File: src/rtl/lut_dm_stream_if.sv
// Request/beat/config bundle for lut_dm_stream.
// slave is the table side; master is whatever drives requests and config.
interface lut_dm_stream_if #(
    parameter int unsigned W  = 8,
    parameter int unsigned AW = 10
);
    logic          Req_valid;
    logic          Req_ready;
    logic [W-1:0]  MuxReg;
    logic [W-1:0]  EntryReg;
    logic [W-1:0]  Burst_len;
    logic          Tgt_valid;
    logic          Tgt_ready;
    logic [AW-1:0] Target;
    logic          Err;
    logic          Busy;
    logic          Cfg_we;
    logic [W-1:0]  Cfg_bank;
    logic [W-1:0]  Cfg_entry;
    logic [AW-1:0] Cfg_data;

    modport master (
        output Req_valid, MuxReg, EntryReg, Burst_len, Tgt_ready,
               Cfg_we, Cfg_bank, Cfg_entry, Cfg_data,
        input  Req_ready, Tgt_valid, Target, Err, Busy
    );

    modport slave (
        input  Req_valid, MuxReg, EntryReg, Burst_len, Tgt_ready,
               Cfg_we, Cfg_bank, Cfg_entry, Cfg_data,
        output Req_ready, Tgt_valid, Target, Err, Busy
    );
endinterface

File: src/rtl/lut_dm_stream.sv
// Programmable (bank, entry) -> data-memory address table.
// Streams consecutive-entry addresses, wrapping within the bank, under valid/ready.
module lut_dm_stream #(
    parameter int unsigned W       = 8,
    parameter int unsigned AW      = 10,
    parameter int unsigned ENTRIES = 16,
    parameter int unsigned BANKS   = 2,
    parameter int unsigned BASE    = 72
) (
    input  logic           Clk,
    input  logic           Reset,
    lut_dm_stream_if.slave bus
);
    localparam int unsigned EW = $clog2(ENTRIES);
    localparam int unsigned BW = (BANKS > 1) ? $clog2(BANKS) : 1;
    localparam logic [W:0] BANKS_LIM   = (W+1)'(BANKS);
    localparam logic [W:0] ENTRIES_LIM = (W+1)'(ENTRIES);

    typedef enum logic {IDLE, STREAM} state_t;

    state_t        state, state_next;
    logic [AW-1:0] tbl [BANKS][ENTRIES];
    logic [BW-1:0] bank;
    logic [EW-1:0] ptr;
    logic [W-1:0]  remaining;
    logic          tgt_valid;
    logic          err;
    logic [AW-1:0] target;

    logic          accept, handshake, last_beat, req_ready, busy;
    logic          req_oor, cfg_ok;
    logic [BW-1:0] req_bank;
    logic [EW-1:0] req_entry, ptr_next;

    assign req_oor   = ({1'b0, bus.MuxReg} >= BANKS_LIM) || ({1'b0, bus.EntryReg} >= ENTRIES_LIM);
    assign cfg_ok    = bus.Cfg_we && ({1'b0, bus.Cfg_bank} < BANKS_LIM)
                                  && ({1'b0, bus.Cfg_entry} < ENTRIES_LIM);
    assign req_bank  = bus.MuxReg[BW-1:0];
    assign req_entry = bus.EntryReg[EW-1:0];
    assign ptr_next  = ptr + EW'(1);

    always_comb begin
        state_next = state;
        accept     = 1'b0;
        handshake  = 1'b0;
        last_beat  = 1'b0;
        req_ready  = 1'b0;
        busy       = 1'b0;
        unique case (state)
            IDLE: begin
                req_ready = 1'b1;
                if (bus.Req_valid) begin
                    accept     = 1'b1;
                    state_next = STREAM;
                end
            end
            STREAM: begin
                busy      = 1'b1;
                handshake = tgt_valid && bus.Tgt_ready;
                last_beat = (remaining == W'(1));
                if (handshake && last_beat) state_next = IDLE;
            end
            default: state_next = IDLE;
        endcase
    end

    always_ff @(posedge Clk) begin
        if (!Reset) state <= IDLE;
        else        state <= state_next;
    end

    // Table reads use pre-write contents, so a beat registered alongside a write
    // to its own entry carries the old address.
    always_ff @(posedge Clk) begin
        if (!Reset) begin
            for (int unsigned b = 0; b < BANKS; b++)
                for (int unsigned e = 0; e < ENTRIES; e++)
                    tbl[b][e] <= AW'(BASE + b*ENTRIES + e);
            tgt_valid <= 1'b0;
            target    <= '0;
            err       <= 1'b0;
            bank      <= '0;
            ptr       <= '0;
            remaining <= '0;
        end else begin
            if (accept) begin
                tgt_valid <= 1'b1;
                bank      <= req_bank;
                ptr       <= req_entry;
                if (req_oor) begin
                    err       <= 1'b1;
                    target    <= '0;
                    remaining <= W'(1);
                end else begin
                    err       <= 1'b0;
                    target    <= tbl[req_bank][req_entry];
                    remaining <= (bus.Burst_len == '0) ? W'(1) : bus.Burst_len;
                end
            end else if (handshake) begin
                if (last_beat) begin
                    tgt_valid <= 1'b0;
                end else begin
                    remaining <= remaining - W'(1);
                    ptr       <= ptr_next;
                    target    <= tbl[bank][ptr_next];
                end
            end
            if (cfg_ok)
                tbl[bus.Cfg_bank[BW-1:0]][bus.Cfg_entry[EW-1:0]] <= bus.Cfg_data;
        end
    end

    assign bus.Req_ready = req_ready;
    assign bus.Busy      = busy;
    assign bus.Tgt_valid = tgt_valid;
    assign bus.Target    = target;
    assign bus.Err       = err;
endmodule

File: src/flat_wrapper.sv
// flat-port wrapper written by rule: the top's interface ports become plain ports
module lut_dm_stream_flat 
#(
    parameter int unsigned W       = 8,
    parameter int unsigned AW      = 10,
    parameter int unsigned ENTRIES = 16,
    parameter int unsigned BANKS   = 2,
    parameter int unsigned BASE    = 72
)
  (Clk, Reset, bus_Req_valid, bus_MuxReg, bus_EntryReg, bus_Burst_len, bus_Tgt_ready, bus_Cfg_we, bus_Cfg_bank, bus_Cfg_entry, bus_Cfg_data, bus_Req_ready, bus_Tgt_valid, bus_Target, bus_Err, bus_Busy);
  lut_dm_stream_if #(.W(W), .AW(AW)) bus_i ();
  input  logic Clk;
  input  logic Reset;
  input wire logic [$bits(bus_i.Req_valid)-1:0] bus_Req_valid;
  input wire logic [$bits(bus_i.MuxReg)-1:0] bus_MuxReg;
  input wire logic [$bits(bus_i.EntryReg)-1:0] bus_EntryReg;
  input wire logic [$bits(bus_i.Burst_len)-1:0] bus_Burst_len;
  input wire logic [$bits(bus_i.Tgt_ready)-1:0] bus_Tgt_ready;
  input wire logic [$bits(bus_i.Cfg_we)-1:0] bus_Cfg_we;
  input wire logic [$bits(bus_i.Cfg_bank)-1:0] bus_Cfg_bank;
  input wire logic [$bits(bus_i.Cfg_entry)-1:0] bus_Cfg_entry;
  input wire logic [$bits(bus_i.Cfg_data)-1:0] bus_Cfg_data;
  output wire logic [$bits(bus_i.Req_ready)-1:0] bus_Req_ready;
  output wire logic [$bits(bus_i.Tgt_valid)-1:0] bus_Tgt_valid;
  output wire logic [$bits(bus_i.Target)-1:0] bus_Target;
  output wire logic [$bits(bus_i.Err)-1:0] bus_Err;
  output wire logic [$bits(bus_i.Busy)-1:0] bus_Busy;
  assign bus_i.Req_valid = bus_Req_valid;
  assign bus_i.MuxReg = bus_MuxReg;
  assign bus_i.EntryReg = bus_EntryReg;
  assign bus_i.Burst_len = bus_Burst_len;
  assign bus_i.Tgt_ready = bus_Tgt_ready;
  assign bus_i.Cfg_we = bus_Cfg_we;
  assign bus_i.Cfg_bank = bus_Cfg_bank;
  assign bus_i.Cfg_entry = bus_Cfg_entry;
  assign bus_i.Cfg_data = bus_Cfg_data;
  assign bus_Req_ready = bus_i.Req_ready;
  assign bus_Tgt_valid = bus_i.Tgt_valid;
  assign bus_Target = bus_i.Target;
  assign bus_Err = bus_i.Err;
  assign bus_Busy = bus_i.Busy;
  lut_dm_stream #(.W(W), .AW(AW), .ENTRIES(ENTRIES), .BANKS(BANKS), .BASE(BASE)) u_core (.Clk(Clk), .Reset(Reset), .bus(bus_i));
endmodule
File: config.mk
export PLATFORM = sky130hd
export DESIGN_NAME = lut_dm_stream_flat
export DESIGN_NICKNAME = d
export VERILOG_FILES = /design/src/rtl/lut_dm_stream_if.sv /design/src/rtl/lut_dm_stream.sv /design/src/flat_wrapper.sv
export SDC_FILE = /design/constraint.sdc
export NUM_CORES = 1
export LEC_CHECK = 0
export CORE_MARGIN = 3
export CORE_UTILIZATION = 48
export CTS_CLUSTER_DIAMETER = 50
export DETAILED_ROUTE_END_ITERATION = 12
export PLACE_DENSITY = 0.74
export SLEW_MARGIN = 20
export SYNTH_ARGS = -nofsm -noshare
export SYNTH_HDL_FRONTEND = slang
export SYNTH_SLANG_ARGS = --single-unit
File: constraint.sdc
create_clock -name Clk -period 2.8 [get_ports Clk]
set_clock_uncertainty 0.1 [all_clocks]
set_input_delay 0.28 -clock Clk [delete_from_list [all_inputs] [get_ports Clk]]
set_output_delay 0.28 -clock Clk [all_outputs]
set_load 0.1 [all_outputs]
# Word-level counts from Yosys, hierarchy flattened
# Memories as Yosys holds them, arrays and structs flattened. A register that Yosys moved wholly into a read port is not among the register bits.
# Index checks and enable logic that the tools add are counted.
[word_totals] mem_count=1 inputBits=55 out_inout_bits=14 ramBits=320 ff_bits=26 word_cells=77
[classes] bitwise_logic=4 order_cmp=8 n_addsub=2 muxes=41 eq_ne=2 n_reduce_logical=12
[memory_table] name="u_core.tbl" depth=2 width=160 rd=2 rd_clocked_by_memory_dff=1 wr=2 line="lut_dm_stream.sv:22" text="logic [AW-1:0] tbl [BANKS][ENTRIES];"
[ops] operator="two-way mux 160 bit" count=3
[ops] operator="OR reduction 160 bit" count=1
[ops] operator="two-way mux 10 bit" count=9
[ops] operator="binary-select mux 10 bit (select 4 bit)" count=2
[ops] operator="demux 10 bit (select 4 bit)" count=1
[ops] operator="two-way mux 8 bit" count=5
[ops] operator="two-way mux 1 bit" count=17
[ops] operator="greater-or-equal comparator 5 bit, second input constant" count=3
[ops] operator="NOT 4 -> 5 bit" count=3
[ops] operator="two-way mux 4 bit" count=3
[ops] operator="== test 8 x 1 -> 1 bit, second input constant" count=1
[ops] operator="greater-or-equal comparator 8 x 2 -> 1 bit, second input constant" count=1
[ops] operator="greater-or-equal comparator 8 x 5 -> 1 bit, second input constant" count=1
[ops] operator="zero test 8 bit" count=1
[ops] operator="less-than comparator 8 x 2 -> 1 bit, second input constant" count=1
[ops] operator="less-than comparator 8 x 5 -> 1 bit, second input constant" count=1
[ops] operator="subtractor 8 x 1 -> 8 bit, second input constant" count=1
[ops] operator="logical AND 1 bit" count=5
[ops] operator="less-than comparator 5 x 1 -> 1 bit, second input constant" count=1
[ops] operator="adder 4 x 1 -> 4 bit, second input constant" count=1
[ops] operator="AND reduction 2 bit" count=2
[ops] operator="nonzero test 2 bit" count=2
[ops] operator="inequality test 2 x 1 -> 1 bit, second input constant" count=1
[ops] operator="one-hot mux 1 bit (2 select lines)" count=1
[ops] operator="other kinds (2)" count=2

# Longest topological paths before layout
[logic_depth] ltp_word=8 mapped_depth=10

# Worst setup path before layout
# No wires, ideal clock.
[synth_path] path_type="flip-flop to flip-flop" from="reg u_core.state" to="reg u_core.target[4], in the netlist u_core.bus.Target[4]" setup_time_ns=0.075 arrival_ns=2.687 t_required_ns=2.625 slack_ns=-0.062 path_stages_with_launch=7 cell_sequence="dfxtp_1 -> inv_1 -> nand2_1 -> nand3_1 -> o22ai_1 -> a21oi_1 -> a31oi_1"
[synth_between] elab_chain_cells=3 elab_cells_between_ends=7 classes_between="1 x eq/ne; 4 x mux; 2 x reduce/logical"
[synth_rtl] item="start: declaration" line="lut_dm_stream.sv:21" text="state_t state, state_next;"
[synth_rtl] item="start signal: assignment" line="lut_dm_stream.sv:69" text="else state <= state_next;"
[synth_rtl] item="two-way mux 1 bit" line="lut_dm_stream.sv:49" text="unique case (state)"
[synth_rtl] item="inequality test 2 x 1 -> 1 bit (no line) or nonzero test 2 bit (tied branches)"
[synth_rtl] item="AND reduction 2 bit (no line)"
[synth_rtl] item="end signal: assignment" line="lut_dm_stream.sv:96" text="target <= tbl[req_bank][req_entry];"
[synth_rtl] item="end signal: assignment" line="lut_dm_stream.sv:105" text="target <= tbl[bank][ptr_next];"
[synth_rtl] item="end: declaration" line="lut_dm_stream.sv:28" text="logic [AW-1:0] target;"
# Parallel ways exist; a longest one is shown, timed or not.
# A chain may end at the register's enable or synchronous reset.

# Final worst setup path
[layout_path] from="reg u_core.ptr[0]" to="reg u_core.target[4], in the netlist u_core.bus.Target[4]"
[layout_between] elab_chain_cells=8
[layout_rtl] item="start: declaration" line="lut_dm_stream.sv:24" text="logic [EW-1:0] ptr;"
[layout_rtl] item="start signal: assignment" line="lut_dm_stream.sv:89" text="ptr <= req_entry;"
[layout_rtl] item="start signal: assignment" line="lut_dm_stream.sv:104" text="ptr <= ptr_next;"
[layout_rtl] item="adder 4 x 1 -> 4 bit" line="lut_dm_stream.sv:40" text="assign ptr_next = ptr + EW'(1);"
[layout_rtl] item="NOT 4 -> 5 bit (not written as such)" line="lut_dm_stream.sv:105"
[layout_rtl] item="binary-select mux 10 bit (select 4 bit)" line="lut_dm_stream.sv:105"
[layout_rtl] item="two-way mux 10 bit (not written as such) (2 in a row)" line="lut_dm_stream.sv:105"
[layout_rtl] item="two-way mux 10 bit" line="lut_dm_stream.sv:100" text="if (last_beat) begin"
[layout_rtl] item="two-way mux 10 bit" line="lut_dm_stream.sv:99" text="end else if (handshake) begin"
[layout_rtl] item="two-way mux 10 bit" line="lut_dm_stream.sv:86" text="if (accept) begin"
# No other way between the ends. The select of a mux whose other input is x is not followed.

==> reports/qor.txt <==
Clk pwr share - 38.9%
Worst r2r path cells - 8
Final worst setup slack - 139 ps
Top cell family by delay on the critical path - simple AND/OR/NAND/NOR gates
Slew Limit Fails - 0
Clock-pin slew on the worst setup and hold paths - 60 ps
Num ports - 69
Worst slack at placement - -104 ps
VDD IR-drop max - 0.000459 V
Layout area overhead - 18.8%
Core area - 36700 sq um
Drc violations - 0
Die Ht - 199 um
CP Capture Type - register
Longest Clk Path Bufs - 3
Die Footprint - 39600 sq um
Routed vias/inst - 6.65
Gpl congestion - 0.889
Post-synth EDFFs - 320
Post-synth top cells - 320 x edfxtp_1, 157 x mux4_2, 86 x and2_1
Via Count - 12363
Placed Area - 19900 sq um
Top-area cell type share of the netlist area - 53.8%
Warnings, synthesis - 0
Worst R2R Start - u_core.ptr[0]
Worst hold slack - 260 ps
# nets final - 1417
Int Power - 9.76 mW
Pwr/cell area - 620 nW/um^2
Clk_lat worst skew - 550 ps
Largest area contributor in the netlist - edfxtp_1
Row cnt - 70
Sequential power share - 46.6%
Critical Path RT - 3160 ps
Count leader, synth - edfxtp_1
Root buf cell - clkbuf_16
Critical-path cell list - buf_12, nand3_1, xor2_1, nand3_1, o22ai_1, a21oi_1, buf_4, a31oi_1
Tot GR Track Use - 26.8%
Tot Pwr - 13.2 mW
Final wirelength - 52100 um
Startpoint types - register
Lkg Pwr - 7.27 nW
Max FO, Critical Path - 57
Slowest-stage cell, CP - nand3_1
Synth top area cells - edfxtp_1 54%, mux4_2 20%, dfxtp_1 3.0%
Final Hold Vio Count - 0
Syn_area_per_cell - 14.9 sq um
Utilization after layout - 57.8%
CTS Buf Count - 41
Sequential share of the synthesized area - 56.8%
Syn Inst Count - 1197
Die width - 199 um
First-pass GRT wire length - 78200 um
CTS tree - yes
Register-to-register setup slack - 140 ps
RSZ-0062 raised after global routing - no
Tmin final - 2660 ps
DR WL/cell - 28.1 um
Hold Crit Depth - 3
PortBufs - 68
Sink Count - 347
Antenna viol nets, final - 0
Initial antenna violation count - 0
Finished Cell Area - 21200 sq um
Hold_sp - bus_EntryReg[0]
Hold Crit Class - primary input to register
Placed cell count - 1784
Synth cell types - 58
1st-iter DRT viols - 1848
Synth Net Count - 1255
Fmax - 0.376 GHz
Post-CTS setup buffers - 0
Slowest stage delay, CP - 510 ps
Global route total overflow - 0
DRT Pass-1 Iters - 5
Worst EP arrival - 3020 ps
Slew @ Worst Pin - 922 ps
Diode count - 0
Combinational fraction of design power - 14.5%
HPWL after DPL - 37000 um
Sw Share - 25.8%
Most common cell on crit path - nand3_1
Max-Cap Viols - 0
Setup TNS - 0 ps
Setup violations, final - 0
Synth async-reset ratio - 0%
Share of post-route cells with drive strength above 1 - 30.1%
Worst slew margin - 38.3%
Synth Register Bits - 347
Synthesized cell area - 17900 sq um
Largest net degree at the start of global routing - 58
Switch Pwr - 3.40 mW
Outcome - finished, final reports clean
Initial Util - 48.7%
Vias in the first global route - 12424
Worst r2r dst - u_core.bus.Target[4]
Final Cycle Share - 95.0%
Final std cells w/o fill - 1858
Hold Path End - u_core.ptr[0]
Deepest level of the CTS H-tree - 2
WS Path Type - register to register
Top FF cell, synth - edfxtp_1
CP Buf/Inv Count - 2
[final cells by class]
cell class	instances	area, sq um
fillers	2744	15500
flip-flops and latches	347	10200
multi-input cells	735	7210
repair buffers	219	1910
clock buffers	48	1070
well taps	468	586
clock inverters	26	236
inverters	15	56.3
[routing by layer]
| metal | wire [um] | track usage [%] |
|---|---|---|
| met5 | 0 | 0 |
| met4 | 2360 | 11.2 |
| met3 | 5360 | 4.32 |
| met2 | 25200 | 44.0 |
| met1 | 19200 | 36.1 |
[timing repair]
item | CTS | global route
hold buffers | 0 | 0
setup endpoints to repair | 0 | 4
resized for setup | 0 | 1
[flip-flops by register name (all words and copies together), names as in the netlist, named ones only]
name                  flops
u_core.bus.Target        10
u_core.tbl              320
u_core.remaining          8
u_core.state              1
u_core.bank               1
u_core.ptr                4
u_core.bus.Err            1
u_core.bus.Tgt_valid      1
[kinds of logic (layout without fill, tap and decap cells)]
family	Yosys count	after routing	synth area share, %
AND/OR/NAND/NOR	359	359	11.2
flip-flops	347	347	56.8
multiplexers	212	212	23.0
AO/OA/AOI/OAI	154	154	5.43
buffers and inverters	115	308	3.02
XOR/XNOR	7	7	0.343
adder cells (fa/ha/maj)	3	3	0.210
[worst max path at each step]
stage | startpoint | endpoint | slack, ps | cells past startpoint
final | u_core.ptr[0] | u_core.bus.Target[4] | 140 | 8
after global placement | bus_Cfg_bank[6] | u_core.tbl[0][122] | -40 | 8
after detailed placement | bus_Cfg_bank[6] | u_core.tbl[0][124] | -100 | 8
after floorplan | bus_Cfg_bank[6] | u_core.tbl[0][80] | -20 | 6
after CTS | u_core.ptr[1] | u_core.bus.Target[1] | 80 | 8
after global routing | u_core.ptr[0] | u_core.bus.Target[5] | 40 | 7
[worst register-to-register path: stages (launching register included)]
cell     delay (ps)
dfxtp_4         360
buf_12          360
nand3_1         220
xor2_1          270
nand3_1         510
o22ai_1         350
a21oi_1          90
buf_4           170
a31oi_1         160
[power by group through the flow]
stage / registers, mW / clock network, mW / logic [mW]
after detailed placement: 6.22 / 0 / 1.89
after global placement: 6.21 / 0 / 1.86
final: 6.14 / 5.12 / 1.91
after floorplan: 6.25 / 0 / 1.11
after global routing: 6.15 / 5.38 / 2.01
after CTS: 6.13 / 5.16 / 1.90
[placed cells by master, fill, tap and decap left out, drive strengths merged, types with 10 or more instances in the layout]
master	instances
buf	169
nor3	13
or3	58
a31oi	20
a221oi	10
and3	18
nand2	64
o21ai	43
dfxtp	27
a211oi	10
edfxtp	320
mux4	157
mux2	19
and2	88
inv	17
clkinv	20
nor2	49
nand3	15
nor2b	18
nand2b	10
mux2i	36
a21oi	36
clkdlybuf4s50	50
clkbuf	48
Power figures use the tool's default switching activity.
